File: src/rtl/mmu_pkg.sv
// mmu_pkg: shared state encoding, default sizes and operand slicing helper for the MMU feeder
package mmu_pkg;

    typedef enum logic [2:0] {
        IDLE,
        CLEAR,
        FEED,
        FLUSH,
        DONE
    } state_e;

    localparam int LANES     = 4;
    localparam int BIT_WIDTH = 8;

    // LSB of element j of vector k inside a packed lanes x lanes tile
    function automatic int slice_lsb(input int bit_width, input int lanes, input int k, input int j);
        return bit_width * (k * lanes + j);
    endfunction

endpackage

File: src/rtl/mmu_skew_lane.sv
// mmu_skew_lane: picks element (t - lane_idx) of one captured column, or 0 outside the tile window
module mmu_skew_lane #(
    parameter int bit_width = 8,
    parameter int lanes     = 4,
    parameter int cw        = 4
) (
    input  logic [cw-1:0]              lane_idx,
    input  logic [bit_width*lanes-1:0] col,
    input  logic [cw-1:0]              t,
    output logic [bit_width-1:0]       elem
);

    logic [cw-1:0] k;

    // lane j lags lane 0 by j cycles, so vector k reaches lane j at t = k + j
    always_comb begin
        k    = t - lane_idx;
        elem = '0;
        for (int i = 0; i < lanes; i++)
            elem = (t >= lane_idx && k == cw'(i)) ? col[i*bit_width +: bit_width] : elem;
    end

endmodule

File: src/rtl/mmu_operand_feeder.sv
// mmu_operand_feeder: captures one operand tile and streams it diagonally skewed into the systolic MMU
module mmu_operand_feeder
    import mmu_pkg::*;
#(
    parameter int depth        = 32,
    parameter int bit_width    = BIT_WIDTH,
    parameter int lanes        = LANES,
    parameter int flush_cycles = 2 * LANES
) (
    input  logic                             clk,
    input  logic                             reset,
    input  logic                             in_valid,
    output logic                             in_ready,
    input  logic [bit_width*lanes*lanes-1:0] in_data,
    input  logic [bit_width*lanes*lanes-1:0] in_wt,
    output logic [bit_width*depth-1:0]       data_arr,
    output logic [bit_width*depth-1:0]       wt_arr,
    output logic                             control,
    output logic                             mmu_clear,
    output logic                             busy,
    output logic                             done
);

    localparam int TW      = bit_width * lanes * lanes;
    localparam int AW      = bit_width * depth;
    localparam int CNT_MAX = (2 * lanes > flush_cycles) ? 2 * lanes : flush_cycles;
    localparam int CW      = $clog2(CNT_MAX + 1);

    localparam logic [CW-1:0] FEED_LAST  = CW'(2 * lanes - 2);
    localparam logic [CW-1:0] FLUSH_LAST = CW'((flush_cycles > 0) ? flush_cycles - 1 : 0);

    state_e        state_q, state_d;
    logic [CW-1:0] cnt_q, cnt_d;
    logic [TW-1:0] data_q, data_d;
    logic [TW-1:0] wt_q, wt_d;

    logic [lanes-1:0][bit_width*lanes-1:0] d_col, w_col;
    logic [lanes-1:0][bit_width-1:0]       d_lane, w_lane;

    // state, cycle counter and captured tile registers
    always_ff @(posedge clk or posedge reset) begin
        if (reset) begin
            state_q <= IDLE;
            cnt_q   <= '0;
            data_q  <= '0;
            wt_q    <= '0;
        end else begin
            state_q <= state_d;
            cnt_q   <= cnt_d;
            data_q  <= data_d;
            wt_q    <= wt_d;
        end
    end

    // next-state: the counter restarts at 0 on every state entry and only advances in FEED and FLUSH
    always_comb begin
        state_d = state_q;
        cnt_d   = '0;
        data_d  = data_q;
        wt_d    = wt_q;
        case (state_q)
            IDLE: begin
                if (in_valid) begin
                    data_d  = in_data;
                    wt_d    = in_wt;
                    state_d = CLEAR;
                end
            end
            CLEAR: state_d = FEED;
            FEED: begin
                if (cnt_q == FEED_LAST)
                    state_d = (flush_cycles == 0) ? DONE : FLUSH;
                else
                    cnt_d = cnt_q + 1'b1;
            end
            FLUSH: begin
                if (cnt_q == FLUSH_LAST)
                    state_d = DONE;
                else
                    cnt_d = cnt_q + 1'b1;
            end
            DONE:    state_d = IDLE;
            default: state_d = IDLE;
        endcase
    end

    // regroup the tile so each lane sees its own column: element j of every vector k
    for (genvar j = 0; j < lanes; j++) begin : g_lane
        for (genvar k = 0; k < lanes; k++) begin : g_elem
            assign d_col[j][k*bit_width +: bit_width] = data_q[slice_lsb(bit_width, lanes, k, j) +: bit_width];
            assign w_col[j][k*bit_width +: bit_width] = wt_q[slice_lsb(bit_width, lanes, k, j) +: bit_width];
        end
        mmu_skew_lane #(
            .bit_width(bit_width),
            .lanes    (lanes),
            .cw       (CW)
        ) u_data_lane (
            .lane_idx(CW'(j)),
            .col     (d_col[j]),
            .t       (cnt_q),
            .elem    (d_lane[j])
        );
        mmu_skew_lane #(
            .bit_width(bit_width),
            .lanes    (lanes),
            .cw       (CW)
        ) u_wt_lane (
            .lane_idx(CW'(j)),
            .col     (w_col[j]),
            .t       (cnt_q),
            .elem    (w_lane[j])
        );
    end

    // outputs decoded purely from registered state; operands only leave the feeder during FEED
    always_comb begin
        in_ready  = state_q == IDLE;
        busy      = state_q != IDLE;
        control   = state_q == FEED || state_q == FLUSH;
        mmu_clear = state_q == CLEAR;
        done      = state_q == DONE;
        data_arr  = (state_q == FEED) ? AW'(d_lane) : '0;
        wt_arr    = (state_q == FEED) ? AW'(w_lane) : '0;
    end

endmodule

File: config.mk
export PLATFORM = sky130hd
export DESIGN_NAME = mmu_operand_feeder
export DESIGN_NICKNAME = d
export VERILOG_FILES = /design/src/rtl/mmu_pkg.sv /design/src/rtl/mmu_skew_lane.sv /design/src/rtl/mmu_operand_feeder.sv
export SDC_FILE = /design/constraint.sdc
export NUM_CORES = 1
export LEC_CHECK = 0
export CORE_AREA = 2 2 302 304
export CTS_CLUSTER_SIZE = 8
export DETAILED_ROUTE_END_ITERATION = 16
export DIE_AREA = 0 0 304 306
export SYNTH_ARGS = -nofsm -noshare
export SYNTH_HDL_FRONTEND = slang
export SYNTH_SLANG_ARGS = --single-unit
File: constraint.sdc
create_clock -name clk -period 10.88 [get_ports clk]
set_input_delay 1.632 -clock clk [delete_from_list [all_inputs] [get_ports clk]]
set_output_delay 1.632 -clock clk [all_outputs]
set_load 0.005 [all_outputs]
; ---- Word level (Yosys, flattened, before mapping)
; Index checks and enable logic that the tools add are counted.
[classes]
mux = 41
n_reduce_logical = 25
order_cmp = 4
n_eq_ne = 21
add_sub_neg = 4
[ops]
columns = cell, count
row1 = 8-bit two-way mux, 32
row2 = 32-bit two-way mux, 2
row3 = "4-bit by 2-bit == test with 1-bit output, second input constant", 8
row4 = "4-bit by 1-bit == test with 1-bit output, second input constant", 4
row5 = 1-bit logical AND, 16
row6 = 4-bit logical NOT, 4
row7 = 3-bit case mux with 4 select lines, 1
row8 = 3-bit two-way mux, 3
row9 = "4-bit by 3-bit == test with 1-bit output, second input constant", 2
row10 = "4-bit by 1-bit >= comparator with 1-bit output, second input constant", 2
row11 = "4-bit by 2-bit >= comparator with 1-bit output, second input constant", 2
row12 = 4-bit two-way mux, 2
row13 = 4-bit case mux with 2 select lines, 1
row14 = "4-bit by 2-bit subtractor with 4-bit output, second input constant", 2
row15 = "3-bit by 2-bit == test with 1-bit output, second input constant", 2
row16 = "2-bit inequality test, second input constant", 3
row17 = "4-bit by 1-bit adder with 4-bit output, second input constant", 1
row18 = "4-bit by 1-bit subtractor with 4-bit output, second input constant", 1
row19 = "3-bit by 1-bit == test with 1-bit output, second input constant", 1
row20 = "3-bit == test, second input constant", 1
row21 = 3-bit logical NOT, 1
row22 = 3-bit AND reduction, 1
row23 = 3-bit nonzero test, 1
row24 = 2-bit AND reduction, 1
row25 = 1-bit logical OR, 1
[totals]
reg_bits = 263
word_cells = 99
in_bits = 259
out_inout_bits = 517

; ---- Longest topological paths before layout
; Gate-level depths: netlist of the first run.
[depth]
ltp_word = 8
ltp_mapped = 10

; ---- Modules after synthesis
; Synthesis of the first run repeated with hierarchy kept, for this count alone.
[hier_totals]
hier_cells = 1476
area_unflattened_um2 = 18401.4
[by_module_without_submodules]
columns = mod, instances, cells_each, area_each_um2, seq_area_each_um2
row1 = mmu_operand_feeder, 1, 1100, 14757.9, 6581.3
row2 = mmu_skew_lane, 8, 47, 455.4, 0.0

; ---- Worst setup path before layout of the first run
; OpenSTA, ideal clock, no wires.
[synth_timing]
path_type = register to output
start = register cnt_q[0]
end = output data_arr[22]
path_stages_with_launch = 10
path_buffers = 3
slack_ps = 7136
arrival_time_ps = 2112
cell_sequence = dfrtp_1 inv_1 ha_1 or4_4 and3_1 buf_6 and2_4 buf_6 buf_6 a32o_1
[synth_between]
elab_chain_len = 8
word_cells_on_any_way = 15
classes_between = 1 x add/sub / 1 x order compare / 3 x eq/ne / 5 x mux / 5 x reduce/logical
[synth_lines]
columns = item, line_no
row1 = start: declaration, mmu_operand_feeder.sv:33  ; logic [CW-1:0] cnt_q, cnt_d;
row2 = start signal: assignment, mmu_operand_feeder.sv:49  ; cnt_q <= cnt_d;
row3 = 4-bit by 2-bit subtractor with 4-bit output, mmu_skew_lane.sv:17  ; k = t - lane_idx;
row4 = 4-bit logical NOT, mmu_skew_lane.sv:20  ; elem = (t >= lane_idx && k == cw'(i)) ? col[i*bit_width +: bit_width] : elem;
row5 = 1-bit logical AND, mmu_skew_lane.sv:20
row6 = 8-bit two-way mux (3 in a row), mmu_skew_lane.sv:20
row7 = 8-bit two-way mux (*), mmu_skew_lane.sv:20
row8 = 32-bit two-way mux (*), mmu_operand_feeder.sv:122  ; data_arr = (state_q == FEED) ? AW'(d_lane) : '0;
row9 = end: declaration, mmu_operand_feeder.sv:16  ; output logic [bit_width*depth-1:0] data_arr,
; Mark *: on every way between the ends. The rest lies on a longest branch, timed or not.

; ---- Worst setup path in the final report of the first run
[layout_timing]
start = register cnt_q[1]
end = output wt_arr[3]
[layout_between]
elab_chain_len = 7
word_cells_on_any_way = 14
classes_between = 1 x order compare / 3 x eq/ne / 5 x mux / 5 x reduce/logical
[layout_lines]
columns = item, line_no
row1 = 4-bit by 1-bit >= comparator with 1-bit output or 4-bit logical NOT (tied branches), mmu_skew_lane.sv:20
row2 = 1-bit logical AND, mmu_skew_lane.sv:20
row3 = 8-bit two-way mux (3 in a row), mmu_skew_lane.sv:20
row4 = 8-bit two-way mux (*), mmu_skew_lane.sv:20
row5 = 32-bit two-way mux (*), mmu_operand_feeder.sv:123  ; wt_arr = (state_q == FEED) ? AW'(w_lane) : '0;
row6 = end: declaration, mmu_operand_feeder.sv:17  ; output logic [bit_width*depth-1:0] wt_arr,
; Marked as above.

==> results of run 1 <==
cell usage after synthesis, types with 2 or more instances:
master / number / share of area (%)
xnor2_1: 3 / 0.17
a22oi_1: 16 / 0.76
o2bb2ai_1: 16 / 0.89
buf_2: 31 / 0.98
a21o_1: 17 / 0.81
a22o_1: 16 / 0.89
a221o_1: 20 / 1.3
buf_4: 449 / 21
ha_1: 11 / 0.87
nand2_1: 60 / 1.4
inv_1: 34 / 0.81
buf_1: 9 / 0.21
a21oi_1: 61 / 1.9
a32o_1: 16 / 1.0
nand4b_1: 2 / 0.11
nor2_1: 28 / 0.67
buf_6: 4 / 0.29
xor2_1: 2 / 0.11
and3_1: 3 / 0.12
a221oi_1: 4 / 0.22
nor3b_1: 4 / 0.19
dfrtp_1: 263 / 42
nand2b_1: 21 / 0.83
nand3_1: 4 / 0.13
o21ai_0: 55 / 1.7
a211o_1: 4 / 0.22
nor2b_1: 7 / 0.28
and3b_1: 8 / 0.44
mux2_2: 228 / 16
clkbuf_1: 42 / 1.0
o2111a_1: 4 / 0.29
a211oi_1: 2 / 0.095
a32oi_1: 16 / 0.89
critical path, stage by stage, from the launching register on:
cell             delay, ns
dfrtp_1               0.47
inv_1                 0.25
ha_4                  0.45
buf_4                 0.66
nor2b_1               0.56
buf_4                 0.30
a221o_1               0.18
a32oi_1               0.10
nor2_1                0.13
clkdlybuf4s50_1       0.53
power by group through the flow:
stage                     Sequential, mW  Combinational (mW)  Clock, mW
after CTS                           1.77                1.81       1.26
after detailed placement            1.78                1.81          0
after floorplan                     1.66                1.39          0
after global placement              1.77                1.78          0
after global routing                1.82                1.96       1.29
final                               1.77                1.78       1.20
metrics by stage:
| step | setup slack [ns] | instance area (um^2) |
|---|---|---|
| after floorplan | 2.01 | 17400 |
| after global placement | 5.51 | 18600 |
| after detailed placement | 5.44 | 18600 |
| after CTS | 4.80 | 19800 |
| after global routing | 4.62 | 19800 |
| final | 4.94 | 19800 |
area by class of cell:
cell class / count / area, um^2
clock inverters: 5 / 101
diodes: 1 / 2.50
multi-input cells: 1092 / 7030
clock buffers: 45 / 1070
well taps: 1176 / 1470
repair buffers: 344 / 3430
fillers: 9688 / 69800
inverters: 34 / 135
flip-flops and latches: 263 / 6580
logic make-up (layout without fill, tap and decap cells):
| kind of cell | after synthesis | count (layout) | synth area share, % |
|---|---|---|---|
| multiplexers | 229 | 229 | 16.4 |
| flip-flops | 263 | 263 | 41.8 |
| adder cells (fa/ha/maj) | 11 | 11 | 0.873 |
| AND/OR/NAND/NOR | 146 | 146 | 4.64 |
| XOR/XNOR | 5 | 5 | 0.278 |
| AO/OA/AOI/OAI | 253 | 253 | 11.4 |
| buffers and inverters | 569 | 428 | 24.7 |
| other | 1 | 449 | 0.0238 |
registers in the layout, indices dropped and copies added, names as in the netlist:
signal,cells
data_q,128
cnt_q,4
wt_q,128
state_q,3
routing by layer:
metal	global-route usage [%]	vias up
met4	2.99	20
met2	16.5	492
li1	-	4764
met5	0	-
met3	4.09	72
met1	12.7	5298
worst paths after layout:
check	from	endpoint	slack (ns)	depth (start not counted)
min reg2reg	data_q[75]	data_q[75]	0.50	1
min in group asynchronous	reset	wt_q[12]	1.68	2
max reg2reg	state_q[0]	wt_q[14]	7.36	6
max	cnt_q[1]	wt_arr[3]	4.94	9
max in group asynchronous	reset	wt_q[86]	7.68	3
min	data_q[75]	data_q[75]	0.50	1
==> key figures, run 1 <==
Run status
  – Outcome: finished clean

Power
  – Sw power: 1.63 mW
  – Max VDD drop: between 300 and 400 uV
  – Lkg Pwr: 8.45 nW
  – Total power divided by cell area: 239 mW/mm^2
  – Sequential share of power: 37.2%
  – Final Total Pwr: 4.75 mW
  – Power share of the clock group: 25.2%
  – Combinational power share: 37.5%
  – Sw frac: 34.4%
  – Cell-internal power: 3.11 mW

Detailed routing
  – DRC violations left: 0
  – DR top layer: met5
  – Metal2 WL: 23600 um
  – WL/cell: 17.1 um
  – Drt initial violations: between 400 and 500
  – Metal3 WL: 4790 um
  – Routed via count: about 11000
  – Wire length on met1: 20900 um
  – DRT Pass-1 Iters: 4
  – Final wirelength: roughly 51000 um
  – Via/cell ratio: 3.60
  – Routed Antenna Nets: 0

STA
  – Tcrit/Tclk final: 54.6%
  – Final hold violations: 0
  – WHS: 0.495 ns
  – Final setup viols: 0
  – Worst slew margin: 28.0%
  – RSZ-0062 raised after global routing: false
  – Final min period: 5.94 ns
  – Max Freq: between 150 and 200 MHz
  – Clk_skew: 0.0314 ns
  – Pins Over Slew Limit: 0
  – Setup tns final: 0 ns
  – Actual slew at the worst max-slew pin: 1.08 ns

Placed design
  – Gpl congestion: 0.769
  – Placed cells: roughly 2900
  – DP HPWL: 36900 um
  – PortBufs: between 300 and 400

Setup path
  – Crit Path Category: reg2out
  – Crit path DAT: 4.31 ns
  – Startpoint Class: flip-flop
  – CP required: 9.25 ns
  – Critical Path Sink Type: output port
  – CP max FO: 56

Layout
  – Commonest cells after routing, fill and taps aside: conb_1, clkdlybuf4s50_1, dfrtp_1
  – Layout cells sized above 1: between 15 and 20%
  – Final cell count without fillers: 2960
  – Final Net Count: 2045
  – Most common cell after layout, fill and taps aside: conb_1
  – Post-layout util: 22.1%
  – P&R area growth vs syn: 25.7%

Floorplanning
  – Initial core utilization: around 18%
  – # rows: 110
  – Core area: 0.0896 mm^2
  – Die ar.: roughly 0.093 mm^2
  – I/O pin total: 776
  – Die Y: 306 um
  – Width of the die: 304 um

Clock tree
  – CTS root buf: clkbuf_16
  – Number of H-tree levels: 2
  – CTS tree: yes
  – Worst skew pair latency: between 0.5 and 0.6 ns
  – Post-cts resize count: 0
  – Hold_buf cts: 0
  – Post-CTS setup buffers: 0
  – Max Root-Sink Buffers: 3
  – Clock transition at path regs: around 0.06 ns
  – CTS sink cnt: 263
  – Num CTS Buffers: 40

Synth
  – Synth warnings: 0
  – Sequential area share after synthesis: 41.8%
  – Post-synth EDFFs: 0
  – Synth Cell Area: 0.0158 mm^2
  – Primary FF master, synth: dfrtp_1
  – Synthesized instance count: 1477
  – Register bit total from synthesis: 263
  – Synth unique cells: 50
  – Fraction of registers with async set/reset: 100%
  – Synthesized area per cell: between 10 and 15 um^2

Global route
  – Initial antenna violation count: 18
  – First-pass GRT wire length: 70600 um
  – Largest net degree at the start of global routing: 157
  – Vias in the first global route: 10129
  – Total grt overflow: 0
  – All-Layer GR Usage: 10.3%

Min path
  – Worst hold path class: reg2reg

Job
  – Max capacitance violation total: 0
(Power assumes the default switching activity.)
==> run 2, diff against run 1 <==
==> constraint.sdc (replaced) <==
create_clock -name clk -period 5.5 [get_ports clk]
set_input_delay 0.825 -clock clk [delete_from_list [all_inputs] [get_ports clk]]
set_output_delay 0.825 -clock clk [all_outputs]
set_load 0.005 [all_outputs]
==> key figures, run 2 (synthesized netlist as in run 1, its figures left out) <==
Placed design
  – DP HPWL: 37500 um (+1.5%)
  – Dpl cell area: 0.0187 mm^2 (+0.46%)
  – Gpl congestion: 0.759 (-1.2%)
  – PortBufs: 327 (unchanged)

Setup path
  – Worst setup path start: cnt_q[1]
  – Crit path DAT: 3.83 ns (-0.48 ns)
  – Reg-to-Reg End: wt_q[38]
  – Worst reg2reg startpoint: state_q[0]
  – CP max FO: 51 (-8.9%)
  – Crit Path Category: reg2out
  – CP required: 4.68 ns (-4.57 ns)
  – Startpoint Class: flip-flop
  – Cells on worst reg2reg path: 5 (-1)
  – Critical Path Sink Type: output port
  – Worst setup path endpoint: data_arr[12]
  – Worst reg2reg setup slack: 2.51 ns (-4.85 ns)

Power
  – Lkg Pwr: 8.47 nW (+0.25%)
  – Max VDD drop: 257 uV (-16%)
  – Total power divided by cell area: 471 mW/mm^2 (+97%)

Clock tree
  – CTS sink cnt: 263 (unchanged)
  – Clock transition at path regs: 0.05 ns (about the same)
  – CTS root buf: clkbuf_16
  – CTS tree: yes
  – Worst skew pair latency: 0.56 ns (-0.03 ns)
  – Number of H-tree levels: 2 (unchanged)
  – Hold_buf cts: 0 (unchanged)
  – Num CTS Buffers: 40 (unchanged)
  – Post-cts resize count: 0 (unchanged)
  – Post-CTS setup buffers: 0 (unchanged)
  – Max Root-Sink Buffers: 3 (unchanged)

Floorplanning
  – # rows: 110 (unchanged)
  – Die ar.: 0.0930 mm^2 (unchanged)
  – Initial core utilization: 17.6% (unchanged)
  – Width of the die: 304 um (unchanged)
  – I/O pin total: 776 (unchanged)
  – Core area: 0.0896 mm^2 (unchanged)
  – Die Y: 306 um (unchanged)

Layout
  – Design area: 0.0199 mm^2 (+0.18%)
  – Post-layout util: 22.2% (+0.039 points)
  – Most common cell after layout, fill and taps aside: conb_1
  – Commonest cells after routing, fill and taps aside: conb_1, clkdlybuf4s50_1, dfrtp_1
  – Layout cells sized above 1: 17.8% (+0.40 points)
  – P&R area growth vs syn: 26.0%
  – Final Net Count: 2055 (+0.49%)
  – Fill cells: 9713 (+0.26%)
  – Top flop regs: data_q: 128 flops, wt_q: 128 flops, cnt_q: 4 flops

STA
  – Final setup viols: 0 (unchanged)
  – Max Freq: 215 MHz
  – Actual slew at the worst max-slew pin: 0.983 ns (-0.0964 ns)
  – Clk_skew: 0.0274 ns (-0.00402 ns)
  – WHS: 0.494 ns (-0.00161 ns)
  – Final hold violations: 0 (unchanged)
  – Pins Over Slew Limit: 0 (unchanged)
  – Worst slew margin: 34.3% (+6.2 points)
  – RSZ-0062 raised after global routing: false
  – Setup tns final: 0 ns (unchanged)
  – Tcrit/Tclk final: a little over four fifths
  – Final min period: ~4.7 ns

Global route
  – Largest net degree at the start of global routing: 131 (-17%)
  – Vias in the first global route: 10232 (+1.0%)
  – Initial antenna violation count: 22 (+4)
  – All-Layer GR Usage: 10.4% (+0.067 points)
  – First-pass GRT wire length: 71100 um (+0.71%)
  – Total grt overflow: 0 (unchanged)

Detailed routing
  – Routed via count: 10588 (-0.54%)
  – DRT Pass-1 Iters: 5 (+1)
  – Via/cell ratio: 3.56 (-0.95%)
  – Drt initial violations: 548 (+19%)
  – Routed Antenna Nets: 0 (unchanged)
  – DRC violations left: 0 (unchanged)
  – Final wirelength: 50700 um (+0.44%)
  – WL/cell: 17.1 um (about the same)

Min path
  – Worst hold path class: reg2reg

Job
  – Max capacitance violation total: 0 (unchanged)

Run status
  – Outcome: finished clean
==> run 2: cell types whose count changed in the layout (fill, tap and decap cells not counted), moves of 2 or more <==
| cell | before | now |
|---|---|---|
| clkbuf_1 | 0 | 2 |
| diode_2 | 1 | 3 |
| buf_4 | 15 | 24 |
| clkinv_2 | 1 | 3 |
| clkbuf_8 | 5 | 3 |
==> run 2: where the power goes <==
part	internal (mW)	total, mW	switching, mW
Combinational	1.84	3.61	1.77
Clock	1.34	2.27	0.932
Sequential	2.93	3.48	0.546
==> run 2: how the worst min path moves through the flow <==
stage / from / to / slack (ns) / cells after the start
after floorplan: data_q[64] / data_q[64] / 0.47 / 1
after global placement: wt_q[67] / wt_q[67] / 0.48 / 1
after detailed placement: wt_q[67] / wt_q[67] / 0.49 / 1
after CTS: wt_q[67] / wt_q[67] / 0.50 / 1
after global routing: wt_q[70] / wt_q[70] / 0.50 / 1
final: data_q[74] / data_q[74] / 0.49 / 1
==> run 2: final cells by class <==
class,instances,area (um^2),area share (%)
clock buffers,45,1050,5.29
diodes,3,7.51,0.0378
repair buffers,354,3510,17.7
inverters,34,131,0.662
clock inverters,5,65.1,0.328
well taps,1176,1470,7.41
flip-flops and latches,263,6580,33.2
multi-input cells,1092,7030,35.4
==> run 2: worst max-delay path, cell delays in order, from the launching register on <==
cell             delay (ns)
dfrtp_1                0.48
inv_1                  0.26
ha_4                   0.63
buf_4                  0.60
nand3_1                0.41
o2111a_1               0.35
clkdlybuf4s50_1        0.52
==> run 2: through the flow <==
step                setup slack (ns)  power [mW]  std cells
finish                         0.846        9.36       2972
CTS                            0.591        9.58       2969
detailed placement              1.24        7.20       2919
global route                   0.544        10.0       2971
global placement                1.28        7.14       2919
floorplan                       1.21        6.03       1924
==> run 2: routing by layer <==
| layer | global-route usage (%) | wire length [um] | vias to the layer above |
|---|---|---|---|
| met5 | 0 | 180 | - |
| li1 | - | - | 4799 |
| met1 | 12.6 | 20900 | 5208 |
| met2 | 16.5 | 23600 | 467 |
| met4 | 2.70 | 978 | 30 |
| met3 | 4.75 | 5160 | 84 |
